File: config.mk
export PLATFORM = sky130hd
export DESIGN_NAME = dbg_state_dumper
export DESIGN_NICKNAME = d
export VERILOG_FILES = /design/src/rtl/dbg_dump_pkg.sv /design/src/rtl/dbg_dump_out_stage.sv /design/src/rtl/dbg_state_dumper.sv
export SDC_FILE = /design/constraint.sdc
export NUM_CORES = 1
export LEC_CHECK = 0
export CAP_MARGIN = 20
export CORE_UTILIZATION = 35
export DETAILED_ROUTE_END_ITERATION = 8
export DONT_BUFFER_PORTS = 1
export PLACE_DENSITY_LB_ADDON = 0.12
export SYNTH_ARGS = -nofsm -noshare
export SYNTH_HDL_FRONTEND = slang
export SYNTH_SLANG_ARGS = --single-unit
export TNS_END_PERCENT = 5
File: constraint.sdc
create_clock -name clk_i -period 3.95 [get_ports clk_i]
set_clock_uncertainty 0.1 [all_clocks]
set_input_delay 0.395 -clock clk_i [delete_from_list [all_inputs] [get_ports clk_i]]
set_output_delay 0.395 -clock clk_i [all_outputs]
set_load 0.02 [all_outputs]
File: src/rtl/dbg_dump_pkg.sv
// Shared definitions for the debug state dumper.
//  state_t : dump sequencer states (IDLE, HDR, REG, MEM, DONE)
//  TAG_*   : beat tag encodings carried on out_tag_o
package dbg_dump_pkg;

    typedef enum logic [2:0] {
        ST_IDLE = 3'd0,
        ST_HDR  = 3'd1,
        ST_REG  = 3'd2,
        ST_MEM  = 3'd3,
        ST_DONE = 3'd4
    } state_t;

    localparam logic [1:0] TAG_HDR = 2'b00;
    localparam logic [1:0] TAG_REG = 2'b01;
    localparam logic [1:0] TAG_MEM = 2'b10;

endpackage

File: src/rtl/dbg_dump_out_stage.sv
// Single-entry output holding register with valid/ready handshake.
// Ports:
//  clk, rst        clock, asynchronous active-high reset
//  push, push_*    new beat offered by the sequencer (taken only when can_load)
//  ready           sink ready
//  can_load        register is empty or draining this cycle
//  valid, data, tag, idx, last   registered beat towards the sink
// The register refills in the same cycle it drains, giving one beat per cycle.
module dbg_dump_out_stage #(
    parameter int DATA_W = 32,
    parameter int IDX_W  = 8
) (
    input  logic              clk,
    input  logic              rst,
    input  logic              push,
    input  logic [DATA_W-1:0] push_data,
    input  logic [1:0]        push_tag,
    input  logic [IDX_W-1:0]  push_idx,
    input  logic              push_last,
    input  logic              ready,
    output logic              can_load,
    output logic              valid,
    output logic [DATA_W-1:0] data,
    output logic [1:0]        tag,
    output logic [IDX_W-1:0]  idx,
    output logic              last
);

    logic              valid_reg;
    logic [DATA_W-1:0] data_reg;
    logic [1:0]        tag_reg;
    logic [IDX_W-1:0]  idx_reg;
    logic              last_reg;

    assign can_load = !valid_reg || ready;

    always_ff @(posedge clk or posedge rst) begin
        if (rst) begin
            valid_reg <= 1'b0;
            data_reg  <= '0;
            tag_reg   <= '0;
            idx_reg   <= '0;
            last_reg  <= 1'b0;
        end else if (push && can_load) begin
            valid_reg <= 1'b1;
            data_reg  <= push_data;
            tag_reg   <= push_tag;
            idx_reg   <= push_idx;
            last_reg  <= push_last;
        end else if (ready) begin
            // Drained with nothing new: payload fields hold their last value.
            valid_reg <= 1'b0;
        end
    end

    assign valid = valid_reg;
    assign data  = data_reg;
    assign tag   = tag_reg;
    assign idx   = idx_reg;
    assign last  = last_reg;

endmodule

File: src/rtl/dbg_state_dumper.sv
// Debug state dumper: on start, streams every CPU register and then a window
// of data-memory words over a valid/ready port, one word per beat.
// Ports:
//  clk_i, rst_i              clock, asynchronous active-high reset
//  start_i                   dump request, sampled only while idle
//  rf_addr_o / rf_data_i     register-file debug read port (combinational data)
//  dm_addr_o / dm_data_i     data-memory debug read port (byte address)
//  out_valid_o/out_ready_i   beat handshake
//  out_data_o, out_tag_o, out_idx_o, out_last_o   beat payload
//  busy_o                    dump in progress
//  done_o                    one-cycle pulse after the final beat transfers
// Build option: define DBG_DUMP_CYCLE_HDR_EN to prepend a header beat carrying
// a free-running cycle count captured when the dump was accepted.
module dbg_state_dumper
    import dbg_dump_pkg::*;
#(
    parameter int DATA_W        = 32,
    parameter int NUM_REGS      = 32,
    parameter int RF_AW         = 5,
    parameter int NUM_MEM_WORDS = 32,
    parameter int DM_AW         = 32,
    parameter int MEM_BASE      = 0,
    parameter int MEM_STRIDE    = 4,
    parameter int IDX_W         = 8,
    parameter int AUTO_REARM    = 0
) (
    input  logic              clk_i,
    input  logic              rst_i,
    input  logic              start_i,
    output logic [RF_AW-1:0]  rf_addr_o,
    input  logic [DATA_W-1:0] rf_data_i,
    output logic [DM_AW-1:0]  dm_addr_o,
    input  logic [DATA_W-1:0] dm_data_i,
    output logic              out_valid_o,
    input  logic              out_ready_i,
    output logic [DATA_W-1:0] out_data_o,
    output logic [1:0]        out_tag_o,
    output logic [IDX_W-1:0]  out_idx_o,
    output logic              out_last_o,
    output logic              busy_o,
    output logic              done_o
);

`ifdef DBG_DUMP_CYCLE_HDR_EN
    localparam state_t FIRST_ST = ST_HDR;
`else
    localparam state_t FIRST_ST = ST_REG;
`endif

    state_t            state_reg, state_next;
    logic [IDX_W-1:0]  idx_reg;
    logic              mem_done_reg;   // final memory beat already handed to the output stage
    logic [RF_AW-1:0]  rf_addr_reg;
    logic [DM_AW-1:0]  dm_addr_reg;
    logic [DATA_W-1:0] hdr_val;

    logic              can_load;
    logic              push;
    logic [DATA_W-1:0] push_data;
    logic [1:0]        push_tag;
    logic [IDX_W-1:0]  push_idx;
    logic              push_last;

    logic reg_final, mem_final, last_xfer, start_go;

    assign reg_final = (idx_reg == IDX_W'(NUM_REGS - 1));
    assign mem_final = (idx_reg == IDX_W'(NUM_MEM_WORDS - 1));
    assign last_xfer = out_valid_o && out_ready_i && out_last_o;
    // A dump is accepted from idle on request, or straight out of DONE when rearming.
    assign start_go  = ((state_reg == ST_IDLE) && start_i) ||
                       ((state_reg == ST_DONE) && (AUTO_REARM != 0));

`ifdef DBG_DUMP_CYCLE_HDR_EN
    logic [DATA_W-1:0] cycle_cnt_reg;
    logic [DATA_W-1:0] hdr_val_reg;

    always_ff @(posedge clk_i or posedge rst_i) begin
        if (rst_i) begin
            cycle_cnt_reg <= '0;
            hdr_val_reg   <= '0;
        end else begin
            cycle_cnt_reg <= cycle_cnt_reg + 1'b1;
            if (start_go) begin
                hdr_val_reg <= cycle_cnt_reg;
            end
        end
    end

    assign hdr_val = hdr_val_reg;
`else
    assign hdr_val = '0;
`endif

    // State register
    always_ff @(posedge clk_i or posedge rst_i) begin
        if (rst_i) begin
            state_reg <= ST_IDLE;
        end else begin
            state_reg <= state_next;
        end
    end

    // Next-state logic
    always_comb begin
        state_next = state_reg;
        case (state_reg)
            ST_IDLE: if (start_i) state_next = FIRST_ST;
            ST_HDR:  if (can_load) state_next = ST_REG;
            ST_REG:  if (can_load && reg_final) state_next = ST_MEM;
            ST_MEM:  if (mem_done_reg && last_xfer) state_next = ST_DONE;
            ST_DONE: state_next = (AUTO_REARM != 0) ? FIRST_ST : ST_IDLE;
            default: state_next = ST_IDLE;
        endcase
    end

    // Output logic: beat offered to the output stage
    always_comb begin
        push      = 1'b0;
        push_data = rf_data_i;
        push_tag  = TAG_REG;
        push_idx  = idx_reg;
        push_last = 1'b0;
        case (state_reg)
            ST_HDR: begin
                push      = can_load;
                push_data = hdr_val;
                push_tag  = TAG_HDR;
                push_idx  = '0;
            end
            ST_REG: begin
                push = can_load;
            end
            ST_MEM: begin
                push      = can_load && !mem_done_reg;
                push_data = dm_data_i;
                push_tag  = TAG_MEM;
                push_last = mem_final;
            end
            default: begin
                push = 1'b0;
            end
        endcase
    end

    assign busy_o = (state_reg == ST_HDR) || (state_reg == ST_REG) || (state_reg == ST_MEM);
    assign done_o = (state_reg == ST_DONE);

    // Index and address counters. Addresses advance only when a beat is taken,
    // so a stalled sink freezes them; the memory address is kept as a running
    // sum rather than a multiply.
    always_ff @(posedge clk_i or posedge rst_i) begin
        if (rst_i) begin
            idx_reg      <= '0;
            mem_done_reg <= 1'b0;
            rf_addr_reg  <= '0;
            dm_addr_reg  <= DM_AW'(MEM_BASE);
        end else if (start_go) begin
            idx_reg      <= '0;
            mem_done_reg <= 1'b0;
            rf_addr_reg  <= '0;
            dm_addr_reg  <= DM_AW'(MEM_BASE);
        end else if (push && (state_reg == ST_REG)) begin
            if (reg_final) begin
                idx_reg <= '0;
            end else begin
                idx_reg     <= idx_reg + 1'b1;
                rf_addr_reg <= RF_AW'(idx_reg + 1'b1);
            end
        end else if (push && (state_reg == ST_MEM)) begin
            if (mem_final) begin
                mem_done_reg <= 1'b1;
            end else begin
                idx_reg     <= idx_reg + 1'b1;
                dm_addr_reg <= dm_addr_reg + DM_AW'(MEM_STRIDE);
            end
        end
    end

    assign rf_addr_o = rf_addr_reg;
    assign dm_addr_o = dm_addr_reg;

    dbg_dump_out_stage #(
        .DATA_W (DATA_W),
        .IDX_W  (IDX_W)
    ) u_out_stage (
        .clk       (clk_i),
        .rst       (rst_i),
        .push      (push),
        .push_data (push_data),
        .push_tag  (push_tag),
        .push_idx  (push_idx),
        .push_last (push_last),
        .ready     (out_ready_i),
        .can_load  (can_load),
        .valid     (out_valid_o),
        .data      (out_data_o),
        .tag       (out_tag_o),
        .idx       (out_idx_o),
        .last      (out_last_o)
    );

endmodule

# Word level (Yosys, flattened, before mapping)
# Index checks and enable logic that the tools add are counted.
word_totals:
  reg_bits: 93
  input_bits: 68
  out_inout_bits: 83
classes:
  addsub: 2
  eq_ne: 12
  mux: 28
  n_reduce_logical: 26
ops:
  columns: ["cell", "n"]
  rows:
  - ["$mux W32", 4]
  - ["$pmux W32 S2", 1]
  - ["$mux W8", 6]
  - ["$add A32 B3 Y32 const B", 1]
  - ["$mux W5", 3]
  - ["$mux W3", 4]
  - ["$pmux W3 S4", 1]
  - ["$ne A2 B2 Y1 const B", 5]
  - ["$logic_and A1 B1 Y1", 9]
  - ["$add A8 B1 Y8 const B", 1]
  - ["$eq A8 B5 Y1 const B", 1]
  - ["$reduce_bool A2 Y1", 4]
  - ["$mux W1", 7]
  - ["$eq A3 B2 Y1 const B", 2]
  - ["$reduce_and A3 Y1", 2]
  - ["$pmux W2 S2", 1]
  - ["$reduce_and A2 Y1", 2]
  - ["$reduce_and A4 Y1", 1]
  - ["$eq A3 B1 Y1 const B", 1]
  - ["$eq A3 B3 Y1 const B", 1]
  - ["$logic_not A3 Y1", 1]
  - ["$logic_or A1 B1 Y1", 3]
  - ["$ne A3 B1 Y1 const B", 1]
  - ["$reduce_bool A3 Y1", 1]
  - ["4 further kinds", 5]

# Longest topological paths before layout
# Gate-level depths: netlist of run 1.
depth:
  depth_word: 8
  depth_mapped: 8
  mapped_depth_nobuf: 6

# Hierarchy
# From an unflattened synthesis of run 1, not the netlist that was laid out.
hier_totals:
  hier_cells: 503
  hier_area_um2: 5037.3
by_module_without_submodules:
  columns: ["module", "instances", "cells_per_inst", "area_each_um2", "seq_area_each_um2"]
  rows:
  - ["dbg_state_dumper", 1, 408, 3221.8, 1176.1]
  - ["dbg_dump_out_stage", 1, 95, 1815.5, 1101.1]

# Least setup slack after synthesis of run 1
# No wires, ideal clock.
synth_path:
  path_kind: "register -> register"
  start: "register idx_reg[0]"
  end: "register dm_addr_reg[28] (netlist: dm_addr_o[28])"
  setup_ps: 78
  arrival_ps: 2094
  t_required_ps: 3772
  slack_ps: 1678
  stages_incl_launch_ff: 8
  path_buffers: 1
  period_less_slack_ps: 2272
  cell_sequence: "dfrtp_1 > ha_1 > and3_1 > a221oi_4 > nand4_2 > buf_6 > or4_1 > a21oi_1"
synth_via:
  elab_chain_cells: 3
synth_lines:
  columns: ["element", "line_no", "text"]
  rows:
  - ["start: declaration", "dbg_state_dumper.sv:51", "logic [IDX_W-1:0] idx_reg;"]
  - ["start signal: assignment", "dbg_state_dumper.sv:166", "idx_reg <= idx_reg + 1'b1;"]
  - ["start signal: assignment", "dbg_state_dumper.sv:173", "idx_reg <= idx_reg + 1'b1;"]
  - ["$eq A8 B5 Y1", "dbg_state_dumper.sv:67", "assign mem_final = (idx_reg == IDX_W'(NUM_MEM_WORDS - 1));"]
  - ["$ne A2 B1 Y1 (no line)", null, null]
  - ["$reduce_and A3 Y1 (no line)", null, null]
  - ["end signal: assignment", "dbg_state_dumper.sv:156", "dm_addr_reg <= DM_AW'(MEM_BASE);"]
  - ["end signal: assignment", "dbg_state_dumper.sv:161", "dm_addr_reg <= DM_AW'(MEM_BASE);"]
  - ["end signal: assignment", "dbg_state_dumper.sv:174", "dm_addr_reg <= dm_addr_reg + DM_AW'(MEM_STRIDE);"]
  - ["end: declaration", "dbg_state_dumper.sv:54", "logic [DM_AW-1:0] dm_addr_reg;"]
# No other way between the ends.
# A chain may end at the register's enable or synchronous reset.

# Worst setup path in the final report of run 1
layout_path:
  start: "register u_out_stage.valid_reg (netlist: u_out_stage.valid)"
  end: "register dm_addr_reg[23] (netlist: dm_addr_o[23])"
layout_via:
  elab_chain_cells: 7
  word_cells_on_any_way: 9
  classes_between: "eq/ne (1); mux (1); reduce/logical (7)"
layout_lines:
  columns: ["element", "line_no", "text"]
  rows:
  - ["start: declaration", "dbg_dump_out_stage.sv:29", "logic valid_reg;"]
  - ["start signal: assignment", "dbg_dump_out_stage.sv:39", "valid_reg <= 1'b0;"]
  - ["start signal: assignment", "dbg_dump_out_stage.sv:45", "valid_reg <= 1'b1;"]
  - ["start signal: assignment", "dbg_dump_out_stage.sv:52", "valid_reg <= 1'b0;"]
  - ["$logic_not A1 Y1 (*)", "dbg_dump_out_stage.sv:35", "assign can_load = !valid_reg || ready;"]
  - ["$logic_or A1 B1 Y1 (*)", "dbg_dump_out_stage.sv:35", null]
  - ["$logic_and A1 B1 Y1", "dbg_state_dumper.sv:134", "push = can_load && !mem_done_reg;"]
  - ["$pmux W1 S2 (*)", "dbg_state_dumper.sv:123", "case (state_reg)"]
  - ["$logic_and A1 B1 Y1, on equally long branches", "dbg_state_dumper.sv:162, dbg_state_dumper.sv:169", null]
  - ["$ne A2 B2 Y1 (no line) or $reduce_bool A2 Y1 (tied branches)", null, null]
  - ["$reduce_and A3 Y1 (no line) (*)", null, null]
# Every way passes the cells marked *; elsewhere a longest branch is shown, timed or not.

==> metrics.md, run 1 <==
| Metric | Value |
|---|---|
| Post-synth EDFFs | `0` |
| Total grt overflow | `0` |
| Max VDD drop | `0.2424 mV` |
| Worst R2R End | `dm_addr_o[23]$_DFFE_PP0P_` |
| Final hold vios | `0` |
| CTS tree | `built` |
| Worst setup SP type | `flop` |
| Final Worst Setup Slack | `~1200 ps` |
| Die ar. | `about 0.013 mm²` |
| Initial Util | `0.3577` |
| Post-cts hold buffer count | `1` |
| Ys flop type | `dfrtp_1` |
| Outcome | `finished clean` |
| Clock period minus worst slack | `about 2700 ps` |
| Synth cell types | `between 40 and 50` |
| Share of cells above drive strength 1 | `0.06619` |
| Clk slew on worst S/H paths | `about 60 ps` |
| GRT Total Usage | `0.1796` |
| Post-Syn Instances | `~430` |
| Critical Path End | `dm_addr_o[23]$_DFFE_PP0P_` |
| CTS resizes | `0` |
| Worst-skew pair later-pin latency | `between 300 and 400 ps` |
| Placed inst area | `0.004414 mm²` |
| Clock share of power | `0.297` |
| RSZ-0062 raised after global routing | `no` |
| Mapped Area | `about 0.0043 mm²` |
| Overall power | `about 2.8 mW` |
| Worst hold path stage count | `2` |
| Synth Warn # | `0` |
| Cell Count, Final, Fillers Out | `570` |
| Crit path DAT | `~2900 ps` |
| Clock Tree Buf Depth | `2` |
| Setup Buffers After CTS | `0` |
| Fraction of registers with async set/reset | `1.000` |
| Nets | `between 400 and 500` |
| Port Buffer Count | `0` |
| CP max FO | `13` |
| Largest net degree at the start of global routing | `52` |
| H-tree depth | `3` |
| Routability cong. | `0.7869` |
| WL per Instance | `slightly below 20 µm` |
| Die Y | `112.8 µm` |
| Core Rows | `40` |
| Power Density | `between 600 and 700 mW/mm²` |
| LEAKAGE | `2.151 nW` |
| Top Usage Layer GRT | `met2` |
| Final setup violation count | `0` |
| Gate power share | `0.170` |
| DRC viols | `0` |
| First-pass GRT wire length | `approximately 18,000 µm` |
| Via count | `between 3,000 and 4,000` |
| Fmax | `370.0 MHz` |
| Area grow syn2layout | `9.784%` |
| Area of the multi-input gates | `roughly 0.0018 mm²` |
| Met1 Usage GRT | `0.2263` |
| Final Slew Violations | `0` |
| Chip width | `112.8 µm` |
| Sw Share | `0.3610` |
| Pre-CTS setup slack | `1279 ps` |
| M2 GR Usage | `0.2897` |
| Synth top area share | `0.5300` |
| CTS buffer count | `9` |
| Initial antenna violation count | `0` |
| Register area | `0.002277 mm²` |
| Root Driver | `clkbuf_16` |
| Max-Cap Viols | `0` |
| NetSw | `roughly 1 mW` |
| Crit share post-route | `0.6842` |
| Post-DP HPWL | `roughly 7700 µm` |
| M3 GR Usage | `0.04178` |
| Wirelength, routed | `roughly 11,000 µm` |
| Seq/Total Area, Yosys | `0.5300` |
| Core box area | `0.01201 mm²` |
| Fillers | `roughly 1,200` |
| Cells after DPL | `553` |
| 1st-iter DRT viols | `~340` |
| Drt pass-1 iters | `8` |
| Max reg flops | `32` |
| Crit. Startpoint | `u_out_stage.valid$_DFFE_PP0P_` |
| Mean area per synthesized cell | `approximately 10 µm²` |
| Setup slack, reg-to-reg | `approximately 1200 ps` |
| Clock Sink Count | `a little over 90` |
| Worst Hold Class | `input pin to flop` |
| Vias per Instance | `5.844` |
| Register share of total power | `0.534` |
| Crit. End Element | `flop` |
| FF-to-FF Start | `u_out_stage.valid$_DFFE_PP0P_` |
| Kind of critical path | `flop to flop` |
| Pint | `about 1.8 mW` |
| Required time worst endpoint | `4110 ps` |
| #FFs+latches synth | `91` |
| Slew @ Worst Pin | `between 900 and 1000 ps` |
| Total Neg Setup Slack | `0 ps` |
| Area leader, netlist | `dfrtp_1` |
| Post-route cell area | `about 0.0047 mm²` |
| Relative slew slack | `0.3935` |
| I/O Pins | `approximately 150` |
| R2R depth | `5` |
| Synth top area cells | `dfrtp_1, a222oi_1, nand2_1, inv_1, nor2_1` |
| # diodes | `0` |
| Vias in the first global route | `~3,300` |
| Final ANT Viol Nets | `0` |
## cells by family (layout without fill, tap and decap cells)
family / Yosys count / after routing / share of synthesized area
compound gates: 93 / 93 / 0.1639
xor+xnor: 18 / 18 / 0.03669
fa+ha+maj: 2 / 2 / 0.005823
buf+inv: 65 / 58 / 0.06232
flops: 91 / 91 / 0.5300
mux: 5 / 5 / 0.01165
other cells: 1 / 2 / 0.0008728
simple gates: 154 / 154 / 0.1887
## cell type report
class	count	area share
Clock inverter	1	0.001061
Sequential cell	91	0.4828
Tap cell	147	0.03899
Inverter	36	0.02891
Timing Repair Buffer	6	0.01008
Multi-Input combinational cell	274	0.3772
Clock buffer	15	0.06101
## how the worst min path moves through the flow
stage / start / to / slack, ps
global route: rf_data_i[31] / u_out_stage.data[31]$_DFFE_PP0P_ / 70
global placement: rst_i / dm_addr_o[6]$_DFFE_PP0P_ / 230
CTS: rf_data_i[31] / u_out_stage.data[31]$_DFFE_PP0P_ / 70
detailed placement: rst_i / dm_addr_o[6]$_DFFE_PP0P_ / 240
finish: rf_data_i[31] / u_out_stage.data[31]$_DFFE_PP0P_ / 80
floorplan: rf_data_i[21] / u_out_stage.data[21]$_DFFE_PP0P_ / 420
## power by group through the flow
stage	logic (mW)	clock network [mW]	registers, mW
final	0.483	0.843	1.52
after global routing	0.562	0.906	1.54
after CTS	0.487	0.874	1.52
after detailed placement	0.490	0	1.53
after global placement	0.479	0	1.53
after floorplan	0.402	0	1.45
## critical path: stages (launching register included)
cell and delay, ps:
dfrtp_1 520, nand2b_1 370, and4b_1 410, nand3_1 430, or4_1 610, a21oi_1 170
## layout by cell type, fill, tap and decap left out, drive strengths merged, types with 9 or more instances in the layout
cell type,count
xor2,9
a222oi,32
inv,35
nor2,33
o31ai,11
nand4,11
dfrtp,91
nand3,13
xnor2,9
nand2,44
o21ai,17
clkbuf,15
a21oi,21
## synth_stat cells, types with 3 or more instances
cell type	n
nand2b_1	3
nor2_1	33
and4_1	3
nor3_1	4
buf_2	7
a21oi_1	20
or3_1	8
nor4_1	3
o31ai_1	11
nand4_1	10
nand3_1	13
nand2_1	44
xnor2_1	9
a222oi_1	32
clkbuf_1	16
and2_1	4
a211oi_1	3
or4_1	8
dfrtp_1	91
buf_1	3
o21ai_0	17
mux2i_1	5
inv_1	36
and3_1	8
xor2_1	9
## per-stage QoR
step / hold WS (ps) / utilization
2_1_floorplan: 420.3 / -
3_3_place_gp: 229.7 / 0.3675
3_5_place_dp: 240.4 / 0.3675
4_1_cts: 65.21 / 0.3927
5_1_grt: 69.26 / 0.3927
6_report: 79.01 / 0.3927
## metal layers
metal / part of all wire / vias up
li1: - / 1553
met2: 0.47 / 158
met4: 0.029 / 0
met3: 0.073 / 17
met1: 0.43 / 1603
met5: 0 / -
Power figures use the tool's default switching activity.
==> inputs of run 2 (changes only) <==
==> constraint.sdc (replaced) <==
create_clock -name clk_i -period 2.84 [get_ports clk_i]
set_clock_uncertainty 0.1 [all_clocks]
set_input_delay 0.284 -clock clk_i [delete_from_list [all_inputs] [get_ports clk_i]]
set_output_delay 0.284 -clock clk_i [all_outputs]
set_load 0.02 [all_outputs]
==> run 2 against run 1 <==
Compared with the run above: via count is 9.6% higher; maximum frequency up 4.7%; non-clock buffer count rose by 73; first-iteration DRC count increased by 3.8%; worst hold slack lost 26 ps; combinational power up 59%; largest power group unchanged.
==> metrics.md, run 2 (synthesis gave the netlist of run 1 again) <==
| Metric | Value |
|---|---|
| Sw Share | `0.3584 (-0.002564)` |
| Power Density | `742.9 mW/mm² (+23%)` |
| Total Neg Setup Slack | `0 ps (unchanged)` |
| Worst hold start | `out_ready_i` |
| # diodes | `0 (unchanged)` |
| Via count | `3,651 (+9.6%)` |
| Hold endpoint | `state_reg[2]$_DFFE_PP0P_` |
| Fmax | `387.3 MHz (+4.7%)` |
| Nets | `561 (+15%)` |
| Final ANT Viol Nets | `0 (unchanged)` |
| Worst Hold Class | `input pin to flop` |
| CP max FO | `11 (-2)` |
| Clock period minus worst slack | `2582 ps (-120.7 ps)` |
| Required time worst endpoint | `3010 ps (-1100 ps)` |
| CP Buf/Inv Count | `0 (unchanged)` |
| Crit path DAT | `2750 ps (-120 ps)` |
| Crit share post-route | `0.9091 (+0.2249)` |
| Total grt overflow | `0 (unchanged)` |
| Commonest non-fill, non-tap cell in the layout | `dfrtp_1` |
| Final hold vios | `0 (unchanged)` |
| Overall power | `4.040 mW (+42%)` |
| Area grow syn2layout | `26.56%` |
| WL per Instance | `18.41 µm (-4.6%)` |
| Initial antenna violation count | `0 (unchanged)` |
| Share of cells above drive strength 1 | `0.07460 (+0.008403)` |
| Cell Count, Final, Fillers Out | `643 (+13%)` |
| Port Buffer Count | `0 (unchanged)` |
| Routability cong. | `0.8303 (+5.5%)` |
| Initial Util | `0.3577 (unchanged)` |
| Most frequent cells in the layout | `dfrtp_1, dlygate4sd3_1, nand2_1` |
| Gate power share | `0.190 (+0.020)` |
| Slew @ Worst Pin | `691.8 ps (-217.9 ps)` |
| Die Y | `112.8 µm (unchanged)` |
| Chip width | `112.8 µm (unchanged)` |
| Max reg flops | `32 (unchanged)` |
| CP max stage delay | `540 ps (-70 ps)` |
| Crit. End Element | `flop` |
| Worst R2R End | `dm_addr_o[28]$_DFFE_PP0P_` |
| Register share of total power | `0.519 (-0.015)` |
| NetSw | `1.448 mW (+41%)` |
| Pint | `2.592 mW (+43%)` |
| Max VDD drop | `0.3292 mV (+36%)` |
| Die ar. | `0.01272 mm² (unchanged)` |
| Setup Buffers After CTS | `0 (unchanged)` |
| Kind of critical path | `flop to flop` |
| LEAKAGE | `2.468 nW (+15%)` |
| Drt pass-1 iters | `9 (+1)` |
| CTS resizes | `0 (unchanged)` |
| Post-DP HPWL | `7743 µm (+0.97%)` |
| Core Rows | `40 (unchanged)` |
| GRT Total Usage | `0.1955 (+0.01585)` |
| Core box area | `0.01201 mm² (unchanged)` |
| Setup slack, reg-to-reg | `260 ps (-990 ps)` |
| First-pass GRT wire length | `19,240 µm (+9.5%)` |
| Vias per Instance | `5.678 (-2.8%)` |
| Wirelength, routed | `11,840 µm (+7.6%)` |
| Largest net degree at the start of global routing | `39 (-25%)` |
| Outcome | `finished clean` |
| Max-Cap Viols | `0 (unchanged)` |
| Hold WS | `52.73 ps (-26.28 ps)` |
| Relative slew slack | `0.5388 (+0.1452)` |
| I/O Pins | `151 (unchanged)` |
| H-tree depth | `3 (unchanged)` |
| Post-cts hold buffer count | `65 (+64)` |
| RSZ-0062 raised after global routing | `no` |
| Cells after DPL | `562 (+1.6%)` |
| Worst setup SP type | `flop` |
| Vias in the first global route | `3,696 (+14%)` |
| R2R depth | `6 (+1)` |
| Worst hold path stage count | `2 (unchanged)` |
| Clock Tree Buf Depth | `2 (unchanged)` |
| CTS tree | `built` |
| Final setup violation count | `0 (unchanged)` |
| Worst-skew pair later-pin latency | `350 ps (about the same)` |
| FF-to-FF Start | `idx_reg[0]$_DFFE_PP0P_` |
| Slowest-stage cell, CP | `or4_1` |
| CTS buffer count | `9 (unchanged)` |
| Root Driver | `clkbuf_16` |
| 1st-iter DRT viols | `356 (+3.8%)` |
| Cell family with most CP delay | `simple AND/OR/NAND/NOR gates` |
| Worst-path cell chain | `ha_1, and3_1, a221oi_4, nand4_2, or4_1, a21oi_1` |
| Clk slew on worst S/H paths | `60 ps (about the same)` |
| Clock share of power | `0.290 (-0.007)` |
| Final Slew Violations | `0 (unchanged)` |
| DRC viols | `0 (unchanged)` |
| Clock Sink Count | `91 (unchanged)` |
run 2: changes by cell type in the layout (fill, tap and decap cells not counted):
cell           delta
dlygate4sd3_1    +64
buf_4             +8
buf_12            +1
run 2: final cells by class:
cell class                 instances  area [µm²]
sequential                        91        2277
inverter                          36       136.4
multi-input combinational        274        1779
fill                            1115        6574
tap                              147       183.9
timing repair buffer              79       768.2
clock inverter                     1       5.005
clock buffer                      15       287.8
run 2: how the worst max path moves through the flow:
| stage | slack (ps) | end | from | depth (start not counted) |
|---|---|---|---|---|
| 3_5_place_dp | 290 | dm_addr_o[28]$_DFFE_PP0P_ | idx_reg[0]$_DFFE_PP0P_ | 6 |
| 4_1_cts | 270 | dm_addr_o[28]$_DFFE_PP0P_ | idx_reg[0]$_DFFE_PP0P_ | 6 |
| 2_1_floorplan | 90 | dm_addr_o[10]$_DFFE_PP0P_ | rst_i | 1 |
| 3_3_place_gp | 370 | dm_addr_o[28]$_DFFE_PP0P_ | idx_reg[0]$_DFFE_PP0P_ | 6 |
| 5_1_grt | 110 | dm_addr_o[28]$_DFFE_PP0P_ | idx_reg[0]$_DFFE_PP0P_ | 6 |
| 6_report | 260 | dm_addr_o[28]$_DFFE_PP0P_ | idx_reg[0]$_DFFE_PP0P_ | 6 |
run 2: worst register-to-register path, stage by stage (launching register included):
cell      delay (ps)
dfrtp_1          430
ha_1             270
and3_1           240
a221oi_4         430
nand4_2          330
or4_1            540
a21oi_1          150
run 2: routing by layer:
layer  vias to the layer above  part of all wire  GRT usage
met4                         0             0.030     0.1022
met3                        27             0.076    0.05570
met1                      1767              0.41     0.2341
met2                       163              0.48     0.3206
li1                       1694                 -          -
met5                         -                 0          0
run 2: stage by stage:
step	util	instance area (µm²)	setup WS [ps]
after global routing	0.4527	5438	105.6
after detailed placement	0.3742	4494	292.8
after CTS	0.4527	5438	273.8
after floorplan	-	4300	92.39
after global placement	0.3742	4494	371.0
final	0.4527	5438	258.3
run 2: power by group through the flow:
stage	combinational, mW	sequential, mW	clock, mW
after floorplan	0.559	2.02	0
after global placement	0.677	2.12	0
after detailed placement	0.696	2.11	0
after CTS	0.762	2.10	1.22
after global routing	0.872	2.13	1.27
final	0.768	2.10	1.17
